--- config.mk ---
export PLATFORM = sky130hd
export DESIGN_NAME = demux_sched
export DESIGN_NICKNAME = d
export VERILOG_FILES = /design/src/rtl/demux_sched_pkg.sv /design/src/rtl/demux_dec.sv /design/src/rtl/demux_sched.sv
export SDC_FILE = /design/constraint.sdc
export NUM_CORES = 1
export LEC_CHECK = 0
export ABC_AREA = 1
export BUFFER_PORTS_ARGS = -buffer_cell sky130_fd_sc_hd__buf_2
export CORE_MARGIN = 5
export CORE_UTILIZATION = 28
export CTS_CLUSTER_DIAMETER = 150
export DETAILED_ROUTE_END_ITERATION = 6
export SETUP_SLACK_MARGIN = 0.15
export SLEW_MARGIN = 40
export SYNTH_ARGS = -nofsm -noshare
export SYNTH_HDL_FRONTEND = slang
export SYNTH_SLANG_ARGS = --single-unit
--- constraint.sdc ---
create_clock -name clk -period 2.1 [get_ports clk]
set_input_delay 0.21 -clock clk [delete_from_list [all_inputs] [get_ports clk]]
set_output_delay 0.21 -clock clk [all_outputs]
set_load 0.005 [all_outputs]
--- src/rtl/demux_sched_pkg.sv ---
// Shared types and lane-rotation helper for demux_sched.
// Optional feature: define DEMUX_SCHED_SKIP_EN to skip non-ready lanes at rotation.
package demux_sched_pkg;

   localparam int NLANE = 4;
   localparam int SEL_W = 2;

   typedef enum logic {
      IDLE = 1'b0,
      HOLD = 1'b1
   } state_t;

   // Lane that takes over when a burst completes.
   function automatic logic [SEL_W-1:0] next_lane(
      input logic [SEL_W-1:0] sel,
      input logic [NLANE-1:0] lane_ready
   );
      logic [SEL_W-1:0] w_nl;
      logic [SEL_W-1:0] w_cand;
      w_nl   = sel + SEL_W'(1);
      w_cand = '0;
`ifdef DEMUX_SCHED_SKIP_EN
      // Scan farthest-first so the nearest ready lane is the one that sticks.
      for (int k = NLANE - 1; k >= 1; k--) begin
         w_cand = sel + SEL_W'(k);
         if (lane_ready[w_cand]) begin
            w_nl = w_cand;
         end
      end
`endif
      return w_nl;
   endfunction

endpackage

--- src/rtl/demux_dec.sv ---
// 2-to-4 demultiplexer decode with enable; turns lane select into one-hot valid.
import demux_sched_pkg::*;

module demux_dec (
   input  logic [SEL_W-1:0] i_sel,
   input  logic             i_en,
   output logic [NLANE-1:0] o_valid
);

   genvar gi;
   generate
      for (gi = 0; gi < NLANE; gi++) begin : g_lane
         assign o_valid[gi] = i_en & (i_sel == SEL_W'(gi));
      end
   endgenerate

endmodule

--- src/rtl/demux_sched.sv ---
// Round-robin burst scheduler driving the lane demux from one valid/ready stream.
// Build option: DEMUX_SCHED_SKIP_EN (see demux_sched_pkg::next_lane).
import demux_sched_pkg::*;

module demux_sched #(
   parameter int DW    = 8,
   parameter int BURST = 4
) (
   input  logic             clk,
   input  logic             rst_n,
   input  logic             in_valid,
   output logic             in_ready,
   input  logic [DW-1:0]    in_data,
   input  logic [NLANE-1:0] lane_ready,
   output logic [NLANE-1:0] out_valid,
   output logic [DW-1:0]    out_data,
   output logic [SEL_W-1:0] sel,
   output logic             en,
   output logic [7:0]       burst_cnt
);

   state_t           r_state;
   logic [SEL_W-1:0] r_sel;
   logic             r_en;
   logic [DW-1:0]    r_data;
   logic [7:0]       r_cnt;

   logic             w_lane_rdy;
   logic             w_dlv;
   logic             w_acc;
   logic             w_burst_end;
   logic [SEL_W-1:0] w_next_sel;

   assign w_lane_rdy  = lane_ready[r_sel];
   assign w_dlv       = r_en & w_lane_rdy;
   // A held word leaving this cycle frees the register for a new one.
   assign in_ready    = ~r_en | w_lane_rdy;
   assign w_acc       = in_valid & in_ready;
   assign w_burst_end = (r_cnt == 8'(BURST - 1));
   assign w_next_sel  = next_lane(r_sel, lane_ready);

   always_ff @(posedge clk or negedge rst_n) begin
      if (!rst_n) begin
         r_state <= IDLE;
         r_sel   <= '0;
         r_en    <= 1'b0;
         r_data  <= '0;
         r_cnt   <= '0;
      end else begin
         if (w_dlv) begin
            if (w_burst_end) begin
               r_cnt <= '0;
               r_sel <= w_next_sel;
            end else begin
               r_cnt <= r_cnt + 8'd1;
            end
         end

         case (r_state)
            IDLE: begin
               if (w_acc) begin
                  r_data  <= in_data;
                  r_en    <= 1'b1;
                  r_state <= HOLD;
               end
            end
            HOLD: begin
               if (w_dlv) begin
                  if (w_acc) begin
                     r_data <= in_data;
                  end else begin
                     r_en    <= 1'b0;
                     r_state <= IDLE;
                  end
               end
            end
            default: begin
               r_en    <= 1'b0;
               r_state <= IDLE;
            end
         endcase
      end
   end

   demux_dec u_dec (
      .i_sel   (r_sel),
      .i_en    (r_en),
      .o_valid (out_valid)
   );

   assign out_data  = r_data;
   assign sel       = r_sel;
   assign en        = r_en;
   assign burst_cnt = r_cnt;

endmodule

==> reports/metrics.yaml <==
status: "finished clean"
path_class: "reg2out"
cts_resized: 0
skew_ns: 0.00378
grt_max_degree: 21
worstSkewPairLatency_ns: 0.26
power.leakage_nw: 0.780
drt-vias-per-instance: 4.25
r2r-start: "sel[0]"
synth_warnings: 0
setup_violations: 0
vias: 888
fmax_ghz: 0.654
grt_setup_unrepaired: "false"
ant_nets: 0
syn2layout_area_growth_pct: 29.8
fin_setup_tns_ns: 0
post_cts_buffers: 0
syn-num-nets: 139
fp-row-count: 22
p_clk_frac: 0.157
power.switching_mw: 0.791
critPathTopFamily: "flip-flops"
rrSetupSlack_ns: 0.60
fin_ws_ns: 0.570
cp.required_ns: 1.89
coreArea_sq_um: 3630
sw_frac_of_total: 0.422
max_slew_margin: 0.699
syn_area_sq_um: 1040
ios: 39
preCtsSetupSlack_ns: 0.601
clockBufferDepth: 2
start_kind: "register"
drt_iter0_markers: 24
drc: 0
slowest_delay_ns: 0.45
clk_pin_slew_ns: 0.08
avgSynthCellArea_sq_um: 8.74
root_buffer: "clkbuf_8"
htreeDepth: 1
layout-drive-gt1-share: 0.323
grt_pass1_vias: 928
internal-power_mw: 1.08
tritoncts: "yes"
cap_viol_max_count: 0
slew_viol_final: 0
period_share: 0.728
dr.pass1.iters: 4
cp_num_buf_inv: 2
initial_utilization: 0.286
die_x_um: 70.9
post-route-min-period_ns: 1.53
track_usage: 0.0999
gp_congestion: 0.732
crit_path_end: "in_ready"
reg2regPathDepth: 8
worstHoldPathCells: 3
cts_sinks: 20
crit_top_cell: "nand2_1"
die-area_sq_um: 5030
crit_path_end_kind: "output port"
cp_num_cells: 6
grt_remaining_overflow: 0
synth_cell_types: 22
seqPwrFrac: 0.373
final_nets: 182
crit_chain: "inv_2 -> nand2_1 -> nand3_2 -> nand2_4 -> nand2_1 -> buf_2"
postCtsHoldBufs: 1
drt_wl_total_mm: 2.30
synth-seq-area-share: 0.481
power_frac_comb: 0.469
worstHoldPathType: "in2reg"
cp_slowest_cell: "dfrtp_1"
r2r-end: "out_data[0]"
grt_pass1_wl_mm: 4.06
netlist_instances: 119
worst_pin_slew_ns: 0.451
antenna_found_initial: 0
io_buffers: 38
arrival_ns: 1.32
final-hold-violation-count: 0
ir_drop_uv: 283
die_h_um: 70.9
power.density_nw_per_um2: 1390
ys_ff_latch: 20
cp_max_fo: 6
critPathLaunch: "sel[0]"
cts_made_buffers: 3
wire_per_inst_um: 11.0
dp_hpwl_mm: 1.80
n_antenna_cell: 0
[through the flow]
| step | std cells | util | total power, mW | instance area (sq um) | hold WS (ns) |
|---|---|---|---|---|---|
| 6_report | 209 | 0.372 | 1.87 | 1350 | 0.182 |
| 5_1_grt | 209 | 0.372 | 2.09 | 1350 | 0.185 |
| 4_1_cts | 209 | 0.372 | 1.91 | 1350 | 0.180 |
| 3_5_place_dp | 204 | 0.354 | 1.61 | 1280 | 0.189 |
| 3_3_place_gp | 204 | 0.354 | 1.59 | 1280 | 0.189 |
| 2_1_floorplan | 119 | - | 1.27 | 1040 | -0.0856 |
[routing by layer]
layer | GRT usage | up-vias | wire (um) | share of wire
met1 | 0.131 | 410 | 1050 | 0.46
li1 | - | 457 | - | -
met3 | 0.0227 | 2 | 146 | 0.063
met5 | 0 | - | 0 | 0
met2 | 0.153 | 19 | 1070 | 0.47
met4 | 0.0501 | 0 | 25 | 0.011
[how the worst min path moves through the flow]
stage / to / from / slack, ns
after CTS: out_data[2] / in_data[2] / 0.18
after detailed placement: burst_cnt[4] / rst_n / 0.19
after global placement: burst_cnt[3] / rst_n / 0.19
final: out_data[2] / in_data[2] / 0.18
after global routing: out_data[7] / in_data[7] / 0.19
after floorplan: burst_cnt[0] / rst_n / -0.09
[cells in the mapped netlist (all sizes together)]
master,count,area (sq um)
inv,13,48.8
nor2,8,37.5
xnor2,2,17.5
buf,1,5.00
maj3,1,10.0
o21a,1,7.51
o21ai,2,10.0
nand3,15,90.1
a21oi,1,16.3
nor3,1,5.00
nand3b,1,7.51
o31ai,1,7.51
dfrtp,20,500
nand2,43,179
xor2,4,35.0
ha,5,62.6
[power groups by stage]
stage	Combinational [mW]	Sequential (mW)	Clock (mW)
2_1_floorplan	0.583	0.684	0
3_3_place_gp	0.882	0.706	0
3_5_place_dp	0.898	0.708	0
4_1_cts	0.900	0.702	0.304
5_1_grt	1.03	0.737	0.323
6_report	0.879	0.699	0.295
[registers in the layout, indices dropped and copies added (netlist names)]
signal / flops
burst_cnt: 8
out_data: 8
sel: 2
en: 1
r_state: 1
[worst register-to-register path, delay by kind of cell (launching register included)]
kind	cells	cell delay, ns
buffers and inverters	1	0.13
DFF	1	0.45
AOI/OAI and AO/OA	1	0.30
and+or+nand+nor	6	0.51
[layout make-up]
cell class,count,area [sq um]
sequential,20,500
multi-input combinational,85,485
clock buffer,4,55.1
timing repair buffer,39,200
inverter,13,48.8
tap,48,60.1
fill,400,2280
[kinds of logic after synthesis]
| family | synth area share |
|---|---|
| AO/OA/AOI/OAI | 0.0397 |
| XOR/XNOR | 0.0505 |
| adder cells (fa/ha/maj) | 0.0698 |
| buffers and inverters | 0.0517 |
| flip-flops | 0.481 |
| AND/OR/NAND/NOR | 0.307 |
[cells in the final DEF, fill, tap and decap left out, types with 3 or more instances in the layout]
cell type / n
dfrtp_1: 20
nand3_1: 12
ha_1: 5
buf_2: 38
xor2_1: 4
nor2_1: 7
inv_1: 11
nand3_2: 3
clkbuf_8: 4
nand2_1: 40
(Power assumes the default switching activity.)
